[config.mk]
export PLATFORM = sky130hd
export DESIGN_NAME = full_adder_bist
export DESIGN_NICKNAME = d
export VERILOG_FILES = /design/src/rtl/full_adder_bist.sv
export SDC_FILE = /design/constraint.sdc
export NUM_CORES = 1
export LEC_CHECK = 0
export ABC_CLOCK_PERIOD_IN_PS = 1950
export CORE_MARGIN = 1.5
export CORE_UTILIZATION = 35
export DETAILED_ROUTE_END_ITERATION = 16
export DONT_BUFFER_PORTS = 1
export GPL_TIMING_DRIVEN = 0
export RECOVER_POWER = 50
export SLEW_MARGIN = 20
export SYNTH_ARGS = -nofsm -noshare
export SYNTH_HDL_FRONTEND = slang
export SYNTH_SLANG_ARGS = --single-unit
[constraint.sdc]
create_clock -name clk -period 1.95 [get_ports clk]
set_input_delay 0.195 -clock clk [delete_from_list [all_inputs] [get_ports clk]]
set_output_delay 0.195 -clock clk [all_outputs]
set_load 0.05 [all_outputs]
[src/rtl/full_adder_bist.sv]
// Response-side BIST for a 1-bit full adder: sweeps a/b/carry_in through all 8 vectors,
// checks sum/carry_out and reports error count, first failing vector and pass/done.
module full_adder_bist #(
    parameter int unsigned SETTLE_CYCLES = 1,
    parameter int unsigned ERR_W         = 4
) (
    input  logic             clk,
    input  logic             rst_n,
    input  logic             start,
    output logic             a,
    output logic             b,
    output logic             carry_in,
    input  logic             sum,
    input  logic             carry_out,
    output logic             busy,
    output logic             done,
    output logic             pass,
    output logic [ERR_W-1:0] err_count,
    output logic [2:0]       first_fail_vec,
    output logic             first_fail_valid
);

    localparam int unsigned CntW = (SETTLE_CYCLES > 1) ? $clog2(SETTLE_CYCLES) : 1;
    localparam logic [CntW-1:0] CntLast = CntW'(SETTLE_CYCLES - 1);

    typedef enum logic [1:0] {StIdle, StDrive, StCheck, StDone} state_e;

    state_e           state_q;
    logic [2:0]       vec_q;
    logic [CntW-1:0]  cnt_q;
    logic             exp_sum;
    logic             exp_carry;
    logic             mismatch;
    logic [ERR_W-1:0] err_inc;

    assign a        = vec_q[2];
    assign b        = vec_q[1];
    assign carry_in = vec_q[0];

    always_comb begin
        exp_sum   = ^vec_q;
        exp_carry = (vec_q[2] & vec_q[1]) | (vec_q[2] & vec_q[0]) | (vec_q[1] & vec_q[0]);
        // One failure per vector, regardless of how many responses are wrong.
        mismatch  = (sum != exp_sum) || (carry_out != exp_carry);
        err_inc   = (err_count == {ERR_W{1'b1}}) ? err_count : err_count + ERR_W'(1);
    end

    always_ff @(posedge clk or negedge rst_n) begin
        if (!rst_n) begin
            state_q          <= StIdle;
            vec_q            <= '0;
            cnt_q            <= '0;
            busy             <= 1'b0;
            done             <= 1'b0;
            pass             <= 1'b0;
            err_count        <= '0;
            first_fail_vec   <= '0;
            first_fail_valid <= 1'b0;
        end else begin
            case (state_q)
                StIdle, StDone: begin
                    if (start) begin
                        state_q          <= StDrive;
                        vec_q            <= '0;
                        cnt_q            <= '0;
                        busy             <= 1'b1;
                        done             <= 1'b0;
                        pass             <= 1'b0;
                        err_count        <= '0;
                        first_fail_vec   <= '0;
                        first_fail_valid <= 1'b0;
                    end
                end
                StDrive: begin
                    if (cnt_q == CntLast) begin
                        state_q <= StCheck;
                    end else begin
                        cnt_q <= cnt_q + 1'b1;
                    end
                end
                StCheck: begin
                    if (mismatch) begin
                        err_count <= err_inc;
                        if (!first_fail_valid) begin
                            first_fail_vec   <= vec_q;
                            first_fail_valid <= 1'b1;
                        end
                    end
                    if (vec_q == 3'd7) begin
                        state_q <= StDone;
                        busy    <= 1'b0;
                        done    <= 1'b1;
                        pass    <= !mismatch && (err_count == '0);
                    end else begin
                        vec_q   <= vec_q + 3'd1;
                        cnt_q   <= '0;
                        state_q <= StDrive;
                    end
                end
                default: state_q <= StIdle;
            endcase
        end
    end

endmodule
Word-level counts from Yosys, hierarchy flattened

Index checks and enable logic that the tools add are counted.

Flip-flop bits (word level): 17
Logic and storage cells: 73

$add $sub $neg: 3
Equal/unequal tests: 14
Muxes and demuxes: 27
Bitwise gates (word level): 5
Reduce and logical (&&, ||, !) cells: 15

Operators by type and width:

| operator            | number |
|---|---|
| $ne 2x2->1 const B  | 7 |
| $mux 3              | 4 |
| $mux 4              | 3 |
| $pmux 3 s2          | 2 |
| $reduce_and 3->1    | 3 |
| $mux 1              | 8 |
| $pmux 1 s2          | 4 |
| $pmux 4 s2          | 1 |
| $reduce_and 4->1    | 2 |
| $mux 2              | 3 |
| $pmux 2 s3          | 1 |
| $add 4x1->4 const B | 1 |
| $eq 2x2->1 const B  | 2 |
| $eq 4x4->1 const B  | 1 |
| $logic_not 4->1     | 1 |
| $reduce_and 2->1    | 2 |
| $add 3x1->3 const B | 1 |
| $and 1x1->1         | 3 |
| $eq 3x3->1 const B  | 1 |
| $pmux 1 s3          | 1 |
| $reduce_xor 3->1    | 1 |
| $eq 2x1->1 const B  | 1 |
| $logic_not 2->1     | 1 |
| $ne 1x1->1          | 2 |
| other kinds (7)     | 8 |

Depth between registers and ports, before layout

Depth in word-level cells: 9
Gate-level depth with buffers: 7
Depth with buffers taken out: 6

Worst setup path before layout

No wires, ideal clock.

Path kind: reg-to-reg
Start: register vec_q[0]
End: register first_fail_vec[1]
Arrival time: 1.977 ns
Path slack: -0.148 ns
Stages on the path, launching flop included: 7
Path buffers: 1
Period minus slack after synthesis: 2.098 ns
Path through: dfrtp_1 -> fa_1 -> xnor2_1 -> a31oi_4 -> buf_6 -> nand2_1 -> a22o_1

Longest elaborated chain between the ends: 7

RTL lines:

| what                           | line | source |
|---|---|---|
| from (decl)                    | 29   | `logic [2:0] vec_q;` |
| from (signal assigned)         | 95   | `vec_q <= vec_q + 3'd1;` |
| $and 1x1->1                    | 42   | `exp_carry = (vec_q[2] & vec_q[1]) \| (vec_q[2] & vec_q[0]) \| (vec_q[1] & vec_q[0]);` |
| $or 1x1->1 (2 in series)       | 42   |  |
| $ne 1x1->1                     | 44   | `mismatch = (sum != exp_sum) \|\| (carry_out != exp_carry);` |
| $logic_or 1x1->1 (*)           | 44   |  |
| $ne 2x2->1 (no line) (*)       | n/a  |  |
| $reduce_and 4->1 (no line) (*) | n/a  |  |
| to (signal assigned)           | 85   | `first_fail_vec <= vec_q;` |
| to (decl)                      | 19   | `output logic [2:0] first_fail_vec,` |

Mark *: on every way between the ends. The rest lies on a longest branch, timed or not.
A chain may end at the register's enable or synchronous reset.

Worst setup path after layout

Start: register vec_q[1]
End: register first_fail_vec[1]

Longest elaborated chain between the ends: 7

RTL lines:

| what                       | line |
|---|---|
| $and 1x1->1                | 42 |
| $or 1x1->1 (2 in series)   | 42 |
| $ne 1x1->1                 | 44 |
| $logic_or 1x1->1           | 44 |
| $ne 2x2->1 (no line)       | n/a |
| $reduce_and 4->1 (no line) | n/a |

Several ways; a longest one is shown, not always the timed one. The select of a mux whose other input is x is not followed.

==> results.sh <==
export IMPL_grt_antenna_before_repair=0
export IMPL_worst_slack_ns=-0.04866
export IMPL_grt_pass1_wl_mm=3.305
export IMPL_h_tree_depth=1
export IMPL_port_buffer_count=0
export IMPL_hold_path_class="in2reg"
export IMPL_setup_viol=6
export IMPL_die_y_um=55.02
export IMPL_fin_crit_sh_pct=102.5
export IMPL_initial_core_util_pct=37.55
export IMPL_ys_async_sr_fraction_pct=100.0
export IMPL_grt_ovfl_total=0
export IMPL_boundaryPins=19
export IMPL_worst_slew_pin_slew_ns=0.7484
export IMPL_core_area_um2=2522
export IMPL_cp_cell_sequence="fa_2 > xnor2_2 > a31oi_4 > buf_6 > nand2_2 > a22o_1"
export IMPL_p_switching_uw=805.8
export IMPL_place_area_um2=988.4
export IMPL_internal_power_uw=847.7
export IMPL_fmax_mhz=500.3
export IMPL_r2r_cells=6
export IMPL_synth_avg_cell_area_um2=9.765
export IMPL_combPwrFrac_pct=44.6
export IMPL_ys_top_cells_by_area="dfrtp_1 42%, ha_1 9.2%, a22o_1 5.5%, a21oi_1 5.3%, nand3_1 5.3%"
export IMPL_status="complete, but fails checks"
export IMPL_hold_worst_slack_ns=0.08315
export IMPL_clkPwrFrac_pct=11.6
export IMPL_critical_path_required_ns=2.15
export IMPL_numCtsBuffers=3
export IMPL_rows=18
export IMPL_diodes=0
export IMPL_area_growth_synth_to_final_pct=14.40
export IMPL_synth_edf_count=0
export IMPL_fin_util_pct=42.96
export IMPL_synth_area_leader_cell="dfrtp_1"
export IMPL_reg2reg_to="first_fail_vec[1]"
export IMPL_drtIter0Drc=12
export IMPL_synth_main_ff_cell="dfrtp_1"
export IMPL_vdd_ir_drop_worst_mv=0.7401
export IMPL_crit_family="adder cells"
export IMPL_syn_nets=110
export IMPL_p_seq_share_pct=43.8
export IMPL_cp_start_kind="register"
export IMPL_p_per_area_nw_per_um2=1526
export IMPL_wl_per_cell_um=15.98
export IMPL_cts_buffer_depth=2
export IMPL_n_fill_cell=255
export IMPL_gp_congestion=0.7050
export IMPL_worstSetupPathType="reg2reg"
export IMPL_seq_area_frac_synth_pct=42.27
export IMPL_route_detailed_drc=0
export IMPL_relSlewSlack_pct=49.94
export IMPL_hold_depth=2
export IMPL_layout_drive_gt1_share_pct=19.23
export IMPL_yosys_warnings=0
export IMPL_rrSetupSlack_ns=-0.05
export IMPL_cts_tree="built"
export IMPL_ctsRootBufferMaster="clkbuf_4"
export IMPL_min_to="state_q[1]"
export IMPL_p_leak_nw=0.4592
export IMPL_crit_path_max_fanout=6
export IMPL_hold_viol=0
export IMPL_synth_top_area_share_pct=42.27
export IMPL_grt_pass1_vias=720
export IMPL_max_stage_delay_ns=0.62
export IMPL_hold_start="start"
export IMPL_clock_skew_ns=0.004683
export IMPL_ys_types=27
export IMPL_crit_slowest_cell="fa_2"
export IMPL_crit_buf_inv=1
export IMPL_final_area_um2=1084
export IMPL_ant_nets=0
export IMPL_dp_hpwl_mm=1.441
export IMPL_rsz0062_at_grt="yes"
export IMPL_drt_pass1_iterations=4
export IMPL_clkSlewWorstSetupHoldPaths_ns=0.10
export IMPL_crit_path_end_kind="register"
export IMPL_ys_ff_latch=16
export IMPL_clock_sinks=16
export IMPL_grt_max_degree=17
export IMPL_drv_cap=0
export IMPL_dieArea_um2=3027
export IMPL_chipWidth_um=55.02
export IMPL_dpl_worst_slack_ns=-0.1050
export IMPL_drv_slew=0
export IMPL_finalWirelength_mm=2.141
export IMPL_clk_latency_ns=0.30
export IMPL_violations="negative setup slack"
export IMPL_syn_inst=97
export IMPL_cp_data_arrival_time_ns=2.20
export IMPL_grtUsageTotal_pct=16.19
export IMPL_viasPerCell=5.575
export IMPL_final_nets=118
export IMPL_period_minus_slack_ns=1.999
export IMPL_via_count=747
export IMPL_r2r_start="vec_q[1]"
export IMPL_synth_area_um2=947.2
export IMPL_switching_share_pct=48.73
[worst reg2reg max path, cell delays in order, from the launching register on]
cell	delay [ns]
dfrtp_4	0.60
fa_2	0.62
xnor2_2	0.10
a31oi_4	0.21
buf_6	0.16
nand2_2	0.04
a22o_1	0.17
[layer usage]
metal,vias to the layer above,routed length [µm],GRT usage [%]
li1,361,-,-
met2,17,1029,27.58
met5,-,0,0
met3,5,89,6.452
met1,364,982,18.08
met4,0,39,6.098
[power by group through the flow]
| stage | logic [mW] | clock network [mW] | registers [mW] |
|---|---|---|---|
| finish | 0.738 | 0.192 | 0.724 |
| global route | 0.819 | 0.215 | 0.737 |
| CTS | 0.697 | 0.197 | 0.712 |
| detailed placement | 0.607 | 0 | 0.718 |
| global placement | 0.585 | 0 | 0.713 |
| floorplan | 0.504 | 0 | 0.687 |
[cell families after synthesis]
group | share of synthesized area, %
AND/OR/NAND/NOR | 18.36
buffers and inverters | 4.755
XOR/XNOR | 1.850
flip-flops | 42.27
adder cells (fa/ha/maj) | 11.36
multiplexers | 2.642
AO/OA/AOI/OAI | 18.76
[sequential cells by signal, summed over array words and instances, names as in the netlist]
| name | count |
|---|---|
| first_fail_vec | 3 |
| pass | 1 |
| done | 1 |
| busy | 1 |
| first_fail_valid | 1 |
| err_count | 4 |
| state_q | 2 |
| vec_q | 3 |
[cell type report]
| cell class | count | area, µm² | area share (%) |
|---|---|---|---|
| multi-input cells | 71 | 534.3 | 49.31 |
| inverters | 6 | 22.52 | 2.079 |
| well taps | 30 | 37.54 | 3.464 |
| repair buffers | 4 | 32.53 | 3.002 |
| clock buffers | 4 | 26.28 | 2.425 |
| plain buffers | 3 | 18.77 | 1.732 |
| flip-flops and latches | 16 | 411.6 | 37.99 |
[cell usage after synthesis (all sizes together), types with 2 or more instances]
| master | number |
|---|---|
| dfrtp | 16 |
| a21oi | 10 |
| nand3 | 10 |
| ha | 7 |
| a22o | 6 |
| inv | 6 |
| nand2 | 5 |
| nor2 | 5 |
| o21ai | 5 |
| clkbuf | 3 |
| nand2b | 3 |
| nand4 | 2 |
| nand4b | 2 |
| nor3 | 2 |
| o211ai | 2 |
| xnor2 | 2 |
[worst max path at each step]
stage | end | startpoint | depth (start not counted)
finish | first_fail_vec[1] | vec_q[1] | 6
global route | err_count[0] | vec_q[1] | 6
CTS | first_fail_vec[2] | vec_q[2] | 6
detailed placement | err_count[2] | vec_q[2] | 6
global placement | err_count[0] | vec_q[2] | 6
floorplan | first_fail_vec[1] | vec_q[2] | 6
[per-stage QoR]
step	instances	total power, mW	TNS, ns
finish	134	1.654	-0.1900
global route	134	1.770	-0.7914
global placement	127	1.298	-0.4467
floorplan	97	1.191	0
detailed placement	127	1.325	-0.6151
CTS	134	1.607	-0.2943
[repair_timing]
item,4_1_cts,5_1_grt
hold endpoints to repair,16,0
buffers inserted,1,1
gates cloned,1,0
hold buffers,1,0
setup endpoints to repair,8,11
pin swaps,7,2
gates resized for setup,5,6
[cells in the final DEF (no fill, tap or decap), types with 2 or more instances in the layout]
master,count
dfrtp_1,13
nand3_1,9
a21oi_1,8
ha_1,7
inv_1,6
a22o_1,6
o21ai_0,5
nor2_1,5
nand2_1,4
clkbuf_1,3
nand2b_1,3
clkbuf_4,3
buf_4,3
dfrtp_4,3
nor3_1,2
xnor2_2,2
nand4b_1,2
nand4_1,2
o211ai_1,2
a21oi_2,2
(Power assumes the default switching activity.)
